===== config.mk =====
export PLATFORM = sky130hd
export DESIGN_NAME = shift_unit
export DESIGN_NICKNAME = d
export VERILOG_FILES = /design/src/rtl/shifter_pkg.sv /design/src/rtl/shift_step.sv /design/src/rtl/shift_unit.sv
export SDC_FILE = /design/constraint.sdc
export NUM_CORES = 1
export LEC_CHECK = 0
export ABC_AREA = 1
export ABC_CLOCK_PERIOD_IN_PS = 2460
export CORE_MARGIN = 3
export CORE_UTILIZATION = 45
export CTS_BUF_LIST = sky130_fd_sc_hd__clkbuf_8
export DETAILED_ROUTE_END_ITERATION = 16
export GPL_ROUTABILITY_DRIVEN = 0
export PLACE_DENSITY = 0.92
export SYNTH_ARGS = -nofsm -noshare
export SYNTH_HDL_FRONTEND = slang
export SYNTH_SLANG_ARGS = --single-unit

===== constraint.sdc =====
create_clock -name clk -period 2.46 [get_ports clk]
set_clock_uncertainty 0.2 [all_clocks]
set_input_delay 0.492 -clock clk [delete_from_list [all_inputs] [get_ports clk]]
set_output_delay 0.492 -clock clk [all_outputs]
set_load 0.05 [all_outputs]

===== src/rtl/shifter_pkg.sv =====
// rtl/shifter_pkg.sv - constants, op and state encodings shared by the shift unit
// Purpose: datapath sizing, shift op encodings and FSM state encodings for
//   shift_unit and shift_step.
// Ports: none (package).
package shifter_pkg;

  localparam int WIDTH = 32;
  localparam int SHW   = 5;

  typedef enum logic [2:0] {
    OP_PASS  = 3'b000,
    OP_LOAD  = 3'b001,
    OP_SLL   = 3'b010,
    OP_SRL   = 3'b011,
    OP_SRA   = 3'b100,
    OP_ROR   = 3'b101,
    OP_ROL   = 3'b110,
    OP_PASS2 = 3'b111
  } op_e;

  typedef enum logic [1:0] {
    ST_IDLE  = 2'b00,
    ST_SHIFT = 2'b01,
    ST_DONE  = 2'b10
  } state_e;

  // Ops that actually move bits; the others just load the operand.
  function automatic logic is_shift_op(input op_e op);
    return (op == OP_SLL) || (op == OP_SRL) || (op == OP_SRA) ||
           (op == OP_ROR) || (op == OP_ROL);
  endfunction

endpackage


===== src/rtl/shift_step.sv =====
// rtl/shift_step.sv - combinational single-bit shift/rotate of one value
// Purpose: applies one 1-bit step of the selected op; non-shift ops pass through.
// Ports:
//   op        in   op_e          operation
//   value_in  in   WIDTH         value before the step
//   value_out out  WIDTH         value after the step
module shift_step
  import shifter_pkg::*;
(
  input  op_e              op,
  input  logic [WIDTH-1:0] value_in,
  output logic [WIDTH-1:0] value_out
);

  always_comb begin
    value_out = value_in;
    case (op)
      OP_SLL:  value_out = {value_in[WIDTH-2:0], 1'b0};
      OP_SRL:  value_out = {1'b0, value_in[WIDTH-1:1]};
      OP_SRA:  value_out = {value_in[WIDTH-1], value_in[WIDTH-1:1]};
      OP_ROR:  value_out = {value_in[0], value_in[WIDTH-1:1]};
      OP_ROL:  value_out = {value_in[WIDTH-2:0], value_in[WIDTH-1]};
      default: value_out = value_in;
    endcase
  end

endmodule


===== src/rtl/shift_unit.sv =====
// rtl/shift_unit.sv - multicycle 32-bit shifter with start/busy/done handshake
// Purpose: latches operand/op/shamt on start, shifts one bit per cycle, pulses done.
//   Define FAST_SHIFT_EN for a one-step barrel shift (IDLE -> DONE, busy never set).
// Ports:
//   clk       in   1      clock, rising edge
//   reset     in   1      synchronous, active-high
//   start     in   1      request, sampled only in IDLE
//   shift_op  in   3      operation (see op_e)
//   src_sel   in   1      0 = data_b, 1 = imm_ext
//   data_b    in   WIDTH  register B operand
//   imm_ext   in   WIDTH  extended immediate
//   shamt     in   SHW    shift amount
//   data_out  out  WIDTH  shift register contents / result
//   busy      out  1      high while shifting
//   done      out  1      one-cycle result-valid pulse
module shift_unit
  import shifter_pkg::*;
(
  input  logic             clk,
  input  logic             reset,
  input  logic             start,
  input  logic [2:0]       shift_op,
  input  logic             src_sel,
  input  logic [WIDTH-1:0] data_b,
  input  logic [WIDTH-1:0] imm_ext,
  input  logic [SHW-1:0]   shamt,
  output logic [WIDTH-1:0] data_out,
  output logic             busy,
  output logic             done
);

  state_e           state_q, state_d;
  logic [SHW-1:0]   count_q, count_d;
  logic [WIDTH-1:0] data_q, data_d;
  op_e              op_q, op_d;

  logic [WIDTH-1:0] operand;
  logic [WIDTH-1:0] load_value;
  logic [WIDTH-1:0] step_out;
  op_e              op_in;

  assign operand = src_sel ? imm_ext : data_b;
  assign op_in   = op_e'(shift_op);

  // Iterative datapath: one step per SHIFT cycle using the latched op.
  shift_step u_step (
    .op        (op_q),
    .value_in  (data_q),
    .value_out (step_out)
  );

`ifdef FAST_SHIFT_EN
  localparam bit FAST = 1'b1;

  // Chain of single-bit steps; tap k holds the operand shifted by k.
  logic [WIDTH-1:0] stage [WIDTH];
  assign stage[0] = operand;
  for (genvar g = 0; g < WIDTH - 1; g++) begin : g_barrel
    shift_step u_bstep (
      .op        (op_in),
      .value_in  (stage[g]),
      .value_out (stage[g+1])
    );
  end
  assign load_value = stage[shamt];
`else
  localparam bit FAST = 1'b0;
  assign load_value = operand;
`endif

  always_comb begin
    state_d = state_q;
    count_d = count_q;
    data_d  = data_q;
    op_d    = op_q;
    case (state_q)
      ST_IDLE: begin
        if (start) begin
          data_d  = load_value;
          op_d    = op_in;
          count_d = shamt;
          if (FAST || !is_shift_op(op_in) || (shamt == '0)) begin
            state_d = ST_DONE;
          end else begin
            state_d = ST_SHIFT;
          end
        end
      end
      ST_SHIFT: begin
        data_d  = step_out;
        count_d = count_q - SHW'(1);
        // Final step and the move to DONE share the same edge.
        if (count_q == SHW'(1)) begin
          state_d = ST_DONE;
        end
      end
      ST_DONE: begin
        state_d = ST_IDLE;
      end
      default: begin
        state_d = ST_IDLE;
      end
    endcase
  end

  always_ff @(posedge clk) begin
    if (reset) begin
      state_q <= ST_IDLE;
      count_q <= '0;
      data_q  <= '0;
      op_q    <= OP_PASS;
    end else begin
      state_q <= state_d;
      count_q <= count_d;
      data_q  <= data_d;
      op_q    <= op_d;
    end
  end

  assign data_out = data_q;
  assign busy     = (state_q == ST_SHIFT);
  assign done     = (state_q == ST_DONE);

endmodule

# Word level (Yosys, flattened, before mapping)
# Cells that the tools add are included.
# totals
reg_bits	42
inputBits	76
elab_cells	48
output_inout_bits	34
# op_classes
muxes	10
eq_ne	18
add_sub_neg	1
n_reduce_logical	14
# op_table
operator	n
$pmux W32 S5	1
$mux W32	2
$pmux W32 S2	1
$eq A3 B3 Y1 const B	6
$eq A3 B2 Y1 const B	4
$pmux W5 S2	1
$mux W2	3
$ne A6 B1 Y1 const B	1
$reduce_and A2 Y1	3
$eq A5 B1 Y1 const B	1
$logic_not A5 Y1	1
$logic_or A1 B1 Y1	5
$mux W5	1
$ne A5 B1 Y1 const B	1
$sub A5 B1 Y5 const B	1
$ne A2 B2 Y1 const B	2
$pmux W2 S2	1
$reduce_and A4 Y1	1
$reduce_and A3 Y1	1
$eq A2 B1 Y1 const B	1
$eq A2 B2 Y1 const B	1
$logic_not A2 Y1	1
$ne A2 B1 Y1 const B	1
$reduce_bool A2 Y1	1
$logic_not A1 Y1	1

# Depth between registers and ports, before layout
# depth
depth_word	10
ltp_mapped	9
mapped_depth_nobuf	9

# By module
# A second synthesis with hierarchy kept.
# hier_totals
hier_cells	527
area_unflattened_um2	3083.0
# modules_own_cells
mod	instances	seq_area_each_um2	cells_per_inst	area_each_um2
shift_unit	1	840.8	372	2352.3
shift_step	1	0.0	155	730.7

# Worst setup path after synthesis
# No wires, ideal clock.
# synth_path
path_kind	flip-flop to output port
startpoint	register state_q[1]
endpoint	output port done
path_buffers	0
setup_slack_ns	0.782
arrival_time_ns	0.986
required_time_ns	1.768
path_stages_with_launch	3
cell_sequence	dfxtp_1 > inv_2 > nor2_1
# synth_between
elab_chain_cells	1
# synth_lines
element	line_no	rtl
from (decl)	shift_unit.sv:32	state_e state_q, state_d;
from (signal assigned)	shift_unit.sv:113	state_q <= state_d;
$eq A2 B2 Y1	shift_unit.sv:122	assign done = (state_q == ST_DONE);
to (decl)	shift_unit.sv:29	output logic done
# Every way passes these cells.

# Worst setup path after layout
# Same ends and word-level chain as after synthesis.

==> summary.md <==
| Metric | Value |
|---|---|
| Max Fclk | 446.3 MHz |
| # setup viols final | 0 |
| CP Capture Type | primary output |
| Vias per inst | 5.262 |
| I/O pins | 110 |
| Clock Latency Late Sink | 0.30 ns |
| CTS tree | yes |
| Number of fill cells | 558 |
| Fin cells | 683 |
| Endpoints failing hold | 0 |
| First drt pass iteration count | 5 |
| Ys Warns | 0 |
| CP Launch Point | state_q[1] |
| WL met3 | 663 um |
| Setup tns final | 0 ns |
| Root Driver | clkbuf_8 |
| Clock sinks | 42 |
| Htree depth | 2 |
| Maximum vdd drop | 0.4350 mV |
| Initial core utilization | 47.58% |
| Worst r2r dst | data_out[17] |
| R2R setup slack | 0.56 ns |
| Gr ovfl total | 0 |
| Area contributors post-synth | dfxtp_1, nand2_1, nor2_1 |
| # hold bufs at CTS | 0 |
| Crit path kind | reg -> out |
| Hold slack | 0.2978 ns |
| Final Critical Period | 2.241 ns |
| First-pass GRT wire length | 14,520 um |
| Die H | 86.28 um |
| Syn Inst Count | 512 |
| Share of post-route cells with drive strength above 1 | 5.099% |
| Antenna Cells | 0 |
| Critical Path Start Type | flop |
| DP Cell Count | 675 |
| Port buffer count | 109 |
| Initial antenna violation count | 0 |
| Power per cell area | 651.4 mW/mm2 |
| Highest routed layer | met4 |
| Crit-path max FO | 3 |
| Crit-path leading delay family | buffers and inverters |
| R2R Path Start | op_q[2] |
| Outcome | complete, no violations |
| Hold Path Class | reg -> reg |
| DRT Wirelength | 8621 um |
| Post-DRT Antenna Nets | 0 |
| Core ar. | 0.006096 mm2 |
| Data arrival, critical path | 1.55 ns |
| Most frequent cells in the layout | nand2_1, nor2_1, clkdlybuf4s50_1 |
| Yosys cell types | 25 |
| Max-slew headroom | 64.36% |
| Post-synthesis register bit count | 42 |
| Worst setup endpoint | done |
| DR vias | 3,594 |
| Synth area leader | dfxtp_1 |
| Cell area after synthesis | 0.002900 mm2 |
| Design Power | 2701 uW |
| Worst Max-Slew Pin Slew | 0.5329 ns |
| WP data required | 1.77 ns |
| Critical path buffer and inverter count | 2 |
| Register Area | 840.8 um2 |
| Routed wirelength normalized by instance count | 12.62 um |
| Clock-pin slew on the worst setup and hold paths | 0.08 ns |
| Pins Over Slew Limit | 0 |
| Vias in the first global route | 3,393 |
| Hold depth | 2 |
| Leakage | 0.001851 uW |
| Die X | 86.28 um |
| Post-DP HPWL | 6324 um |
| Drc violations | 0 |
| Syn_nets | 590 |
| Commonest non-fill, non-tap cell in the layout | nand2_1 |
| Post-CTS setup buffer count | 0 |
| Cts bufs inserted | 5 |
| Number of cells on the worst reg-to-reg path | 9 |
| CP Cell Sequence | inv_2 > nor2_1 > clkdlybuf4s50_1 |
| Met1 WL | 3525 um |
| Largest net degree at the start of global routing | 33 |
| Die ar. | 0.007444 mm2 |
| Final period utilization | 91.09% |
| DR iter-0 viols | 234 |
| CP max stage delay | 0.80 ns |
| Max-Cap Viols | 0 |
| Resized cells post-CTS | 0 |
| Area delta synth->final | 42.97% |
| Post-synth top area share | 28.99% |
| WL met2 | 4289 um |
| Nets | 685 |
| Multi-input gate area | 0.001718 mm2 |
| Max Root-Sink Buffers | 2 |
| Slowest CP cell | clkdlybuf4s50_1 |
| Avg Inst Size Synth | 5.665 um2 |
| Crit path depth | 3 |
| GRT Total Usage | 23.47% |
| Row count | 28 |
| RSZ-0062 raised after global routing | no |
| Post-synthesis sequential area ratio | 28.99% |
-- per-layer routing --
layer,track usage [%],vias to the layer above
met5,0,-
met4,7.507,0
met3,3.992,15
met2,41.14,152
met1,29.26,1611
li1,-,1816
-- state kept, by name, summed over array words and instances (netlist names) --
name	cells
count_q	5
data_out	32
op_q	3
state_q	2
-- power breakdown --
part | internal [uW] | leakage, uW | switching [uW]
registers | 783 | 0.000349 | 63.6
clock network | 299 | 0.0000556 | 241
logic | 487 | 0.00145 | 828
-- how the worst min path moves through the flow --
stage	endpoint	slack [ns]	start
after floorplan	count_q[2]	0.26	count_q[2]
after global placement	count_q[2]	0.27	count_q[2]
after detailed placement	count_q[2]	0.28	count_q[2]
after CTS	count_q[2]	0.30	count_q[2]
after global routing	count_q[2]	0.32	count_q[2]
final	count_q[4]	0.30	count_q[4]
-- stage by stage --
| step | cell area [um2] | setup WS [ns] | utilization (%) |
|---|---|---|---|
| final | 4146 | 0.2192 | 68.02 |
| after CTS | 4146 | 0.1987 | 68.02 |
| after detailed placement | 4036 | 0.3485 | 66.22 |
| after global placement | 4036 | 0.3671 | 66.22 |
| after floorplan | 2900 | 0.7823 | - |
| after global routing | 4146 | 0.1338 | 68.02 |
-- Yosys cell counts --
cell        n
a211oi_1    1
inv_2       2
buf_6       3
nor2_1    109
buf_4       1
nand2_4     1
dfxtp_1    42
xor2_1      1
buf_2      12
a21oi_1     9
o21ai_0    54
ha_1        2
nand2_2     4
nand2_1   115
clkbuf_1   15
buf_1       3
o21ai_1    15
clkinv_1    1
or2_2       2
nand3_2     1
nand3_1    71
inv_1      43
nand4_1     1
o211ai_1    2
nor3_1      2
-- logic make-up after synthesis --
kind of cell,count (synthesis),share of synthesized area [%]
adder cells (fa/ha/maj),2,0.8627
AO/OA/AOI/OAI,81,14.24
buffers and inverters,80,11.78
AND/OR/NAND/NOR,306,43.83
XOR/XNOR,1,0.3020
flip-flops,42,28.99
-- cell type report --
class | instances | area share (%)
multi-input combinational | 390 | 41.43
tap | 75 | 2.263
clock inverter | 3 | 0.9958
inverter | 46 | 4.164
sequential | 42 | 20.28
timing repair buffer | 122 | 29.21
clock buffer | 5 | 1.660
-- tightest hold or removal path, cell delays in order (launching register included) --
cell and delay, ns:
dfxtp_1 0.33, nand2_1 0.07, a21oi_1 0.06
Note: power is estimated with default switching activity, not from simulation.
